==> config.mk <==
export PLATFORM = sky130hd
export DESIGN_NAME = mem_arbiter
export DESIGN_NICKNAME = d
export VERILOG_FILES = /design/src/rtl/cpu_types_pkg.sv /design/src/rtl/mem_arbiter.sv
export SDC_FILE = /design/constraint.sdc
export NUM_CORES = 1
export LEC_CHECK = 0
export BUFFER_PORTS_ARGS = -buffer_cell sky130_fd_sc_hd__buf_4
export CAP_MARGIN = 20
export CORE_AREA = 2 2 104 106
export DETAILED_ROUTE_END_ITERATION = 10
export DIE_AREA = 0 0 106 108
export HOLD_SLACK_MARGIN = 0.05
export PLACE_DENSITY_LB_ADDON = 0.15
export SLEW_MARGIN = 40
export SYNTH_ARGS = -nofsm -noshare
export SYNTH_HDL_FRONTEND = slang
export SYNTH_SLANG_ARGS = --single-unit
export TNS_END_PERCENT = 5
==> constraint.sdc <==
create_clock -name CLK -period 1.92 [get_ports CLK]
set_input_delay 0.192 -clock CLK [delete_from_list [all_inputs] [get_ports CLK]]
set_output_delay 0.192 -clock CLK [all_outputs]
set_load 0.005 [all_outputs]
==> src/rtl/cpu_types_pkg.sv <==
// Shared CPU-side types: word, RAM handshake state and the memory arbiter state.
package cpu_types_pkg;

    typedef logic [31:0] word_t;

    typedef enum logic [1:0] {
        FREE   = 2'b00,
        BUSY   = 2'b01,
        ACCESS = 2'b10,
        ERROR  = 2'b11
    } ramstate_t;

    typedef enum logic [1:0] {
        IDLE   = 2'b00,
        DSERVE = 2'b01,
        ISERVE = 2'b10,
        FAULT  = 2'b11
    } arb_state_t;

endpackage

==> src/rtl/mem_arbiter.sv <==
// Single-port RAM arbiter between instruction fetch and data access, with
// starvation guard for fetches, per-grant timeout and a sticky fault state.
//
// state  | meaning
// IDLE   | no grant; arbitrate pending requests (one bubble between grants)
// DSERVE | data port owns the RAM until ACCESS, drop, ERROR or timeout
// ISERVE | fetch port owns the RAM until ACCESS, drop, ERROR or timeout
// FAULT  | RAM error or timeout seen; RAM idle, both ports stalled until reset
module mem_arbiter
    import cpu_types_pkg::*;
#(
    parameter int TIMEOUT = 16,
    parameter int STARVE  = 2
) (
    input  logic      CLK,
    input  logic      nRST,
    input  logic      iREN,
    input  word_t     iaddr,
    output word_t     iload,
    output logic      iwait,
    input  logic      dREN,
    input  logic      dWEN,
    input  word_t     daddr,
    input  word_t     dstore,
    output word_t     dload,
    output logic      dwait,
    output logic      ramREN,
    output logic      ramWEN,
    output word_t     ramaddr,
    output word_t     ramstore,
    input  word_t     ramload,
    input  ramstate_t ramstate,
    output logic      fault
);

    localparam int TW = ($clog2(TIMEOUT + 1) > 5) ? $clog2(TIMEOUT + 1) : 5;
    localparam int SW = ($clog2(STARVE + 1) > 1) ? $clog2(STARVE + 1) : 1;
    localparam logic [TW-1:0] TMO_LAST   = TW'(TIMEOUT - 1);
    localparam logic [SW-1:0] STARVE_MAX = SW'(STARVE);

    arb_state_t    state, state_n;
    logic [TW-1:0] tmo_cnt, tmo_cnt_n;
    logic [SW-1:0] starve_cnt, starve_cnt_n;

    logic d_req;
    logic serving;
    logic serve_req;
    logic complete;

    assign d_req     = dREN | dWEN;
    assign serving   = (state == DSERVE) || (state == ISERVE);
    assign serve_req = (state == DSERVE) ? d_req : iREN;
    assign complete  = serving && serve_req && (ramstate == ACCESS);

    always_ff @(posedge CLK or negedge nRST) begin
        if (!nRST) begin
            state      <= IDLE;
            tmo_cnt    <= '0;
            starve_cnt <= '0;
        end else begin
            state      <= state_n;
            tmo_cnt    <= tmo_cnt_n;
            starve_cnt <= starve_cnt_n;
        end
    end

    always_comb begin
        state_n      = state;
        tmo_cnt_n    = tmo_cnt;
        starve_cnt_n = starve_cnt;
        ramREN       = 1'b0;
        ramWEN       = 1'b0;
        ramaddr      = '0;
        ramstore     = '0;
        iload        = '0;
        dload        = '0;
        iwait        = 1'b1;
        dwait        = 1'b1;
        fault        = 1'b0;

        unique case (state)
            IDLE: begin
                tmo_cnt_n = '0;
                if (!iREN) starve_cnt_n = '0;
                // A fetch that has watched STARVE data grants go by takes priority.
                if (iREN && (starve_cnt >= STARVE_MAX)) begin
                    state_n      = ISERVE;
                    starve_cnt_n = '0;
                end else if (d_req) begin
                    state_n = DSERVE;
                    if (iREN) starve_cnt_n = starve_cnt + SW'(1);
                end else if (iREN) begin
                    state_n      = ISERVE;
                    starve_cnt_n = '0;
                end
            end
            DSERVE: begin
                ramaddr  = daddr;
                ramstore = dstore;
                ramWEN   = dWEN;
                ramREN   = dREN & ~dWEN;
                dwait    = ~complete;
                dload    = complete ? ramload : '0;
            end
            ISERVE: begin
                ramaddr = iaddr;
                ramREN  = iREN;
                iwait   = ~complete;
                iload   = complete ? ramload : '0;
            end
            FAULT: begin
                fault = 1'b1;
            end
        endcase

        // Shared exit logic of both serve states; a dropped request ends the grant silently.
        if (serving) begin
            if (!serve_req || complete) begin
                state_n = IDLE;
            end else if ((ramstate == ERROR) || (tmo_cnt >= TMO_LAST)) begin
                state_n = FAULT;
            end else begin
                tmo_cnt_n = tmo_cnt + TW'(1);
            end
        end
    end

endmodule

**Yosys cells after proc, flatten, opt, wreduce, memory -nomap -nowiden**

Cells that the tools add are included.

- Add/subtract/negate cells: 2
- $mul: 0
- Divide/modulo/power cells: 0
- Magnitude comparators: 2
- Equality and inequality tests: 5
- Shifts and indexed selects: 0
- Mux-type cells: 25
- Bitwise logic cells: 4
- Reduce and logical (&&, ||, !) cells: 8

Operators with widths:

| kind | count |
|---|---|
| 2-to-1 mux 32 bit | 4 |
| case mux 32 bit (2 select lines) | 1 |
| 2-to-1 mux 2 bit | 10 |
| 2-to-1 mux 5 bit | 4 |
| equality test 2 bit (second input constant) | 4 |
| adder 5 x 1 -> 5 bit (second input constant) | 1 |
| greater-or-equal comparator 5 x 4 -> 1 bit (second input constant) | 1 |
| 2-to-1 mux 1 bit | 5 |
| logical AND 1 bit | 3 |
| logical OR 1 bit | 3 |
| adder 2 x 1 -> 2 bit (second input constant) | 1 |
| equality test 2 x 1 -> 1 bit (second input constant) | 1 |
| greater-or-equal comparator 2 bit (second input constant) | 1 |
| logical NOT 2 bit | 1 |
| inverter 1 bit | 2 |
| case mux 1 bit (2 select lines) | 1 |
| AND 1 bit | 1 |
| logical NOT 1 bit | 1 |
| bitwise OR 1 bit | 1 |

- Bits in registers: 9
- Bits in latches: 0
- Bits in writable memories: 0
- ROM bits: 0
- Input bits: 135
- Memories kept: 0

**Depth between registers and ports, before layout**

Gate-level depths: netlist of run 1.

- Depth after elaboration: 7
- Gate-level depth with buffers: 8

**Worst setup path after synthesis of run 1**

Ideal clock, no wire load.

- Kind: flip-flop to output port
- From: reg state[0]
- To: out dload[22]
- Data arrival time: 1508 ps
- Slack: 220 ps
- Cell stages (with the launch flop): 8
- Buffers on the path: 2
- Path through: dfrtp_1 > inv_1 > ha_1 > clkbuf_2 > nand3_1 > nor2_1 > clkbuf_1 > and2_1

- Cells in the longest elaborated chain, start to end: 6

Ends and longest elaborated chain:

| what | RTL line | source |
|---|---|---|
| from (decl) | mem_arbiter.sv:41 | `arb_state_t state, state_n;` |
| from (signal assigned) | mem_arbiter.sv:61 | `state <= state_n;` |
| equality test 2 x 1 -> 1 bit or equality test 2 bit (tied branches) | mem_arbiter.sv:51, mem_arbiter.sv:52, mem_arbiter.sv:81 |  |
| 2-to-1 mux 1 bit or logical OR 1 bit (tied branches) | mem_arbiter.sv:52, mem_arbiter.sv:51 |  |
| logical AND 1 bit (2 in a row) | mem_arbiter.sv:53 | `assign complete = serving && serve_req && (ramstate == ACCESS);` |
| 2-to-1 mux 32 bit | mem_arbiter.sv:103 | `dload = complete ? ramload : '0;` |
| 2-to-1 mux 32 bit (*) | mem_arbiter.sv:81 | `unique case (state)` |
| to (decl) | mem_arbiter.sv:25 | `output word_t dload,` |

Mark *: on every way between the ends. The rest lies on a longest branch, timed or not.

**Final worst setup path of run 1**

- From: reg state[1]
- To: out iload[9]

- Cells in the longest elaborated chain, start to end: 6

Ends and longest elaborated chain:

| what | RTL line | source |
|---|---|---|
| equality test 2 x 1 -> 1 bit or equality test 2 bit (tied branches) | mem_arbiter.sv:51, mem_arbiter.sv:52, mem_arbiter.sv:81 |  |
| 2-to-1 mux 1 bit or logical OR 1 bit (tied branches) | mem_arbiter.sv:52, mem_arbiter.sv:51 |  |
| logical AND 1 bit (2 in a row) | mem_arbiter.sv:53 |  |
| 2-to-1 mux 32 bit | mem_arbiter.sv:109 | `iload = complete ? ramload : '0;` |
| 2-to-1 mux 32 bit (*) | mem_arbiter.sv:81 |  |
| to (decl) | mem_arbiter.sv:19 | `output word_t iload,` |

Marked as above.

==> impl_metrics.csv, run 1 <==
group,metric,value,unit
clock_network,cts.sinks,9,
logic_synthesis,yosysSeqAreaShare,12.71,%
placement,post-place-ws,106.3,ps
timing,finalHoldViolCount,0,
worst_setup_path,cp_max_fo,8,
timing,setup_viol,44,
routing,wl_met3,967,µm
global_routing,grt_first_pass_wirelength,14510,µm
cells_and_area,num_antenna_cells,0,
global_routing,grt_max_degree,53,
hold_path,min_path_type,"input port to async pin",
routing,post_drt_wl_per_cell,15.52,µm
clock_network,worst_skew_pair.late_latency,230,ps
die,die_h,108,µm
outcome,outcome,"complete, but fails checks",
worst_setup_path,critical_path_buf_inv_count,3,
logic_synthesis,synthArstFlopShare,100.0,%
worst_setup_path,cp.required,1730,ps
logic_synthesis,synth_nets,386,
logic_synthesis,synth_area_leader_cell,"and2_1",
die,fp.dieArea,11450,µm²
worst_setup_path,slowest_delay,390,ps
placement,dp_hpwl,7857,µm
worst_setup_path,end_kind,"output pin",
run,cap_violations,0,
timing,fmax,0.5103,GHz
global_routing,grt_pass1_vias,2793,
global_routing,grt_remaining_overflow,0,
clock_network,clockBufferDepth,2,
routing,drt-total-wl,10140,µm
routing,highest-signal-layer,"met4",
timing,setup_ws,-39.68,ps
power,vdd_drop_max,354.0,µV
worst_setup_path,critPathTopFamily,"simple AND/OR/NAND/NOR gates",
routing,via_count,2793,
timing,holdWs,325.9,ps
logic_synthesis,synth_top_cell_area_share,34.60,%
worst_setup_path,critPathKind,"register to output pin",
timing,grt_setup_unrepaired,"true",
global_routing,grt_usage,15.81,%
clock_network,cts_tree,"yes",
outcome,violations,"negative setup slack",
cells_and_area,final_nets,659,
logic_synthesis,synth_edf_count,0,
cells_and_area,fillers,1030,
logic_synthesis,syn_inst,245,
die,rows,37,
routing,met2RoutedLength,5680,µm
logic_synthesis,ys_warn_count,0,
cells_and_area,layout-drive-gt1-share,60.15,%
logic_synthesis,synth_commonest_cells,"and2_1 (98), nor2b_1 (38), a22oi_1 (32), clkbuf_1 (15), dfrtp_1 (9)",
routing,wl_met1,3343,µm
worst_setup_path,crit_slowest_cell,"dfrtp_1",
placement,globalplace.congestion,0.7277,
die,io_pins,268,
worst_setup_path,crit_path_start_kind,"register",
timing,fin_crit_sh,102.1,%
logic_synthesis,syn-cell-area,1772,µm²
global_routing,antenna_found_initial,0,
logic_synthesis,ys_dominant_reg_cell,"dfrtp_1",
die,die_x,106,µm
timing,max_slew_margin,66.93,%
die,initial_core_util,17.32,%
die,design.core.area,10230,µm²
routing,dr.pass1.iters,4,
power,p_leak,0.002201,µW
placement,io_buffers,267,
routing,drtIter0Drc,109,
power,powerDensity,894.5,nW/µm²
worst_setup_path,ff2ff_setup_slack,130,ps
logic_synthesis,synth.area.top_cells,"and2_1 (35%), a22oi_1 (14%), nor2b_1 (13%)",
cells_and_area,synthToLayoutAreaGrowth,136.3,%
logic_synthesis,synth.most_common_cell,"and2_1",
timing,worstMarginPinSlew,495.1,ps
timing,skew,2.290,ps
worst_setup_path,critPathArrivalTime,1770,ps
timing,drv_slew,0,
clock_network,root_buffer,"clkbuf_8",
logic_synthesis,avgSynthCellArea,7.231,µm²
logic_synthesis,synth_cell_types,33,
worst_setup_path,worstPathCellList,"inv_2 > ha_4 > nor2_4 > a21oi_2 > buf_6 > and4_4 > and2_1 > buf_4",
routing,ant_nets,0,
logic_synthesis,synth-seq-cells,9,
timing,fin_crit,1960,ps
clock_network,htreeDepth,1,
routing,viasPerCell,4.277,
clock_network,numCtsBuffers,3,
routing,drc,0,
clock_network,clk_pin_slew_worst_paths,50,ps
-- per-stage QoR --
step | utilization (%) | cells | power [µW] | setup TNS (ps) | cell area [µm²]
after detailed placement | 38.38 | 636 | 3220 | 0 | 3926
after global placement | 38.38 | 636 | 3191 | 0 | 3926
after CTS | 40.25 | 651 | 3731 | 0 | 4118
after global routing | 40.92 | 653 | 4083 | -5927 | 4187
final | 40.92 | 653 | 3745 | -749.8 | 4187
after floorplan | - | 245 | 1724 | 0 | 1772
-- report_power, final --
group          internal [µW]  total (µW)  switching [µW]
logic                   1790        3230            1440
registers                247         298            51.2
clock network            144         216            71.2
-- layout by cell type (no fill, tap or decap), types with 3 or more instances in the layout --
| cell | n |
|---|---|
| dfrtp_1 | 8 |
| ha_4 | 3 |
| and2_4 | 3 |
| a22oi_1 | 32 |
| and2_1 | 95 |
| clkbuf_8 | 3 |
| nor2b_1 | 38 |
| buf_6 | 6 |
| buf_4 | 276 |
| nand2_1 | 5 |
| a21oi_1 | 3 |
| and4_4 | 4 |
| ha_1 | 3 |
| inv_1 | 5 |
-- state kept, by name, indices dropped and copies added, names as in the netlist --
signal and flops:
tmo_cnt 5, starve_cnt 2, state 2
-- worst reg2reg max path, cell delays in order, from the launching register on --
cell     delay [ps]
dfrtp_2         400
inv_2            80
ha_4            320
buf_2           160
nor2b_1         210
nand3_2         160
mux2_1          340
-- timing repair --
action	4_1_cts	5_1_grt
pin swaps	3	7
hold buffers	1	0
setup buffers	6	1
setup endpoints to repair	84	70
gates cloned	4	1
gates resized for setup	16	10
endpoints found under the hold margin	9	0
-- routing by layer --
layer | up-vias | track usage [%]
met4 | 0 | 3.853
met5 | - | 0
met1 | 1250 | 15.27
met2 | 164 | 32.90
li1 | 1373 | -
met3 | 6 | 4.159
-- cell type report --
class | count | area (µm²) | share of cell area [%]
Clock buffer | 4 | 45.04 | 1.076
Sequential cell | 9 | 226.5 | 5.409
Timing Repair Buffer | 286 | 2200 | 52.54
Inverter | 7 | 26.28 | 0.6276
Multi-Input combinational cell | 211 | 1519 | 36.28
Tap cell | 136 | 170.2 | 4.065
-- cell families (layout without fill, tap and decap cells) --
kind of cell / Yosys count / after routing / synth area share (%)
flops: 9 / 9 / 12.71
mux: 3 / 3 / 1.766
simple gates: 150 / 154 / 52.33
fa+ha+maj: 6 / 6 / 4.237
buf+inv: 29 / 297 / 7.697
compound gates: 48 / 48 / 21.26
-- final timing paths --
| path | depth (start not counted) | start | endpoint |
|---|---|---|---|
| setup / recovery | 8 | state[1]$_DFF_PN0_ | iload[9] |
| hold / removal | 2 | nRST | tmo_cnt[0]$_DFF_PN0_ |
| setup reg to reg | 6 | state[0]$_DFF_PN0_ | tmo_cnt[1]$_DFF_PN0_ |
| hold reg to reg | 1 | starve_cnt[1]$_DFFE_PN0P_ | starve_cnt[1]$_DFFE_PN0P_ |
| max in group asynchronous | 2 | nRST | state[0]$_DFF_PN0_ |
| min in group CLK | 4 | ramstate[0] | state[0]$_DFF_PN0_ |
Note: power is estimated with default switching activity, not from simulation.
==> run 2: changes to the inputs <==
--- a/config.mk
+++ b/config.mk
@@ -12,6 +12,7 @@
 export DIE_AREA = 0 0 106 108
 export HOLD_SLACK_MARGIN = 0.05
 export PLACE_DENSITY_LB_ADDON = 0.15
+export SETUP_SLACK_MARGIN = 0.5
 export SLEW_MARGIN = 40
 export SYNTH_ARGS = -nofsm -noshare
 export SYNTH_HDL_FRONTEND = slang
==> run 2 against run 1 <==
  * The flow still finishes with violations (negative setup slack)
  * Power grew 6.9%
  * Worst hold slack worse by 1.5 ps
  * Global-route usage down 1.4 points
  * Die area unchanged
  * Critical path type unchanged
  * Critical endpoint is now iload[6]
==> impl_metrics.csv, run 2 (synthesized netlist as in run 1, its figures left out) <==
group,metric,value,unit
die,io_pins,268,
routing,drc,0,
worst_setup_path,cp.required,1730,ps
worst_setup_path,end_kind,"output pin",
worst_setup_path,r2r_start,"state[1]$_DFF_PN0_",
worst_setup_path,crit_path_start_kind,"register",
cells_and_area,final_cell_count_no_fill,654,
worst_setup_path,critical_path_buf_inv_count,2,
placement,post-place-ws,110.4,ps
die,initial_core_util,17.32,%
clock_network,worst_skew_pair.late_latency,230,ps
routing,ant_nets,0,
cells_and_area,layout-drive-gt1-share,64.29,%
routing,via_count,2774,
die,die_h,108,µm
die,rows,37,
cells_and_area,final_nets,660,
die,die_x,106,µm
power,vdd_drop_max,449.6,µV
die,fp.dieArea,11450,µm²
global_routing,grt_max_degree,41,
timing,setup_ws,-87.75,ps
clock_network,numCtsBuffers,3,
cells_and_area,reg.largest.list,"tmo_cnt: 5 flops, starve_cnt: 2 flops, state: 2 flops",
power,p_leak,0.002261,µW
routing,post_drt_wl_per_cell,14.88,µm
worst_setup_path,worstPathCellList,"inv_2 > ha_4 > nor2_4 > a21oi_4 > and4_4 > and2_1 > buf_4",
timing,setup_viol,34,
cells_and_area,fillers,1092,
routing,drt-total-wl,9730,µm
worst_setup_path,cp_max_fo,8,
placement,io_buffers,267,
cells_and_area,layout_commonest_cell,"buf_4",
worst_setup_path,startpoint,"state[1]$_DFF_PN0_",
cells_and_area,synthToLayoutAreaGrowth,146.9,%
cells_and_area,largest_reg_flops,5,
timing,fmax,0.4981,GHz
placement,placed_cells,635,
clock_network,htreeDepth,1,
clock_network,cts_tree,"yes",
timing,fin_crit_sh,104.6,%
outcome,outcome,"complete, but fails checks",
cells_and_area,multiInputGateArea,1613,µm²
cells_and_area,seqCellArea,225.2,µm²
clock_network,clk_pin_slew_worst_paths,40,ps
worst_setup_path,critPathArrivalTime,1820,ps
timing,fin_crit,2008,ps
global_routing,grt_first_pass_wirelength,13340,µm
cells_and_area,top_register,"tmo_cnt",
routing,viasPerCell,4.242,
global_routing,grt_pass1_vias,2604,
placement,globalplace.congestion,0.7260,
worst_setup_path,critPathTopFamily,"simple AND/OR/NAND/NOR gates",
cells_and_area,mostFrequentLayoutCells,"buf_4 (265), and2_1 (82), nor2b_1 (38)",
die,design.core.area,10230,µm²
clock_network,root_buffer,"clkbuf_8",
global_routing,grt_usage,14.42,%
worst_setup_path,slowest_delay,400,ps
run,cap_violations,0,
placement,dp_hpwl,7318,µm
timing,drv_slew,0,
timing,finalHoldViolCount,0,
worst_setup_path,critPathKind,"register to output pin",
timing,setup_tns,-2039,ps
clock_network,cts.sinks,9,
routing,drtIter0Drc,84,
timing,max_slew_margin,71.04,%
hold_path,min_path_type,"input port to async pin",
cells_and_area,num_antenna_cells,0,
timing,grt_setup_unrepaired,"true",
worst_setup_path,crit_slowest_cell,"dfrtp_1",
timing,worstMarginPinSlew,433.5,ps
outcome,violations,"negative setup slack",
global_routing,antenna_found_initial,0,
global_routing,grt_remaining_overflow,0,
clock_network,clockBufferDepth,2,
timing,skew,0.9404,ps
routing,dr.pass1.iters,4,
power,powerDensity,915.1,nW/µm²
-- run 2: cell types whose count changed in the layout (fill, tap and decap cells not counted), moves of 2 or more --
cell and delta:
a22oi_1 -8, a22oi_2 +8, and2_1 -13, and2_4 +13, buf_4 -11, buf_6 +10
clkbuf_16 +2
-- run 2: final timing paths --
path | end | slack (ps) | cells after the start
setup reg to reg | tmo_cnt[1]$_DFF_PN0_ | 140 | 8
setup / recovery | iload[6] | -90 | 7
max in group asynchronous | state[0]$_DFF_PN0_ | 1460 | 2
hold reg to reg | starve_cnt[0]$_DFFE_PN0P_ | 520 | 2
hold / removal | tmo_cnt[1]$_DFF_PN0_ | 320 | 2
min in group CLK | state[1]$_DFF_PN0_ | 350 | 4
-- run 2: layout make-up --
type / instances / share of cell area, %
Tap cell: 136 / 3.890
Inverter: 7 / 0.6007
Timing Repair Buffer: 287 / 52.46
Sequential cell: 9 / 5.149
Clock buffer: 4 / 1.030
Multi-Input combinational cell: 211 / 36.87
-- run 2: repair_timing --
action	4_1_cts	5_1_grt
pin swaps	10	10
cloned	2	5
endpoints found under the setup margin	139	140
hold buffers	1	0
gates resized for setup	10	34
buffers inserted	0	7
hold endpoints to repair	9	0
-- run 2: power breakdown --
part / internal [µW] / switching, µW / total [µW]
clock network: 144 / 69.0 / 213
registers: 245 / 40.6 / 285
logic: 1990 / 1510 / 3500
-- run 2: through the flow --
stage | total power (µW) | instance area [µm²] | util, % | hold WS, ps
after detailed placement | 3216 | 3981 | 38.91 | 25.17
after global placement | 3205 | 3981 | 38.91 | 24.15
after global routing | 4356 | 4374 | 42.75 | 343.3
after floorplan | 1834 | 1856 | - | -103.6
after CTS | 3507 | 4088 | 39.95 | 328.4
final | 4003 | 4374 | 42.75 | 324.3
-- run 2: layer usage --
metal  global-route usage [%]  vias up  wire length [µm]
met5                        0        -                 0
met4                    2.914        0               124
met3                    3.496       10               830
met2                    28.48      162              5245
met1                    15.55     1230              3530
li1                         -     1372                 -
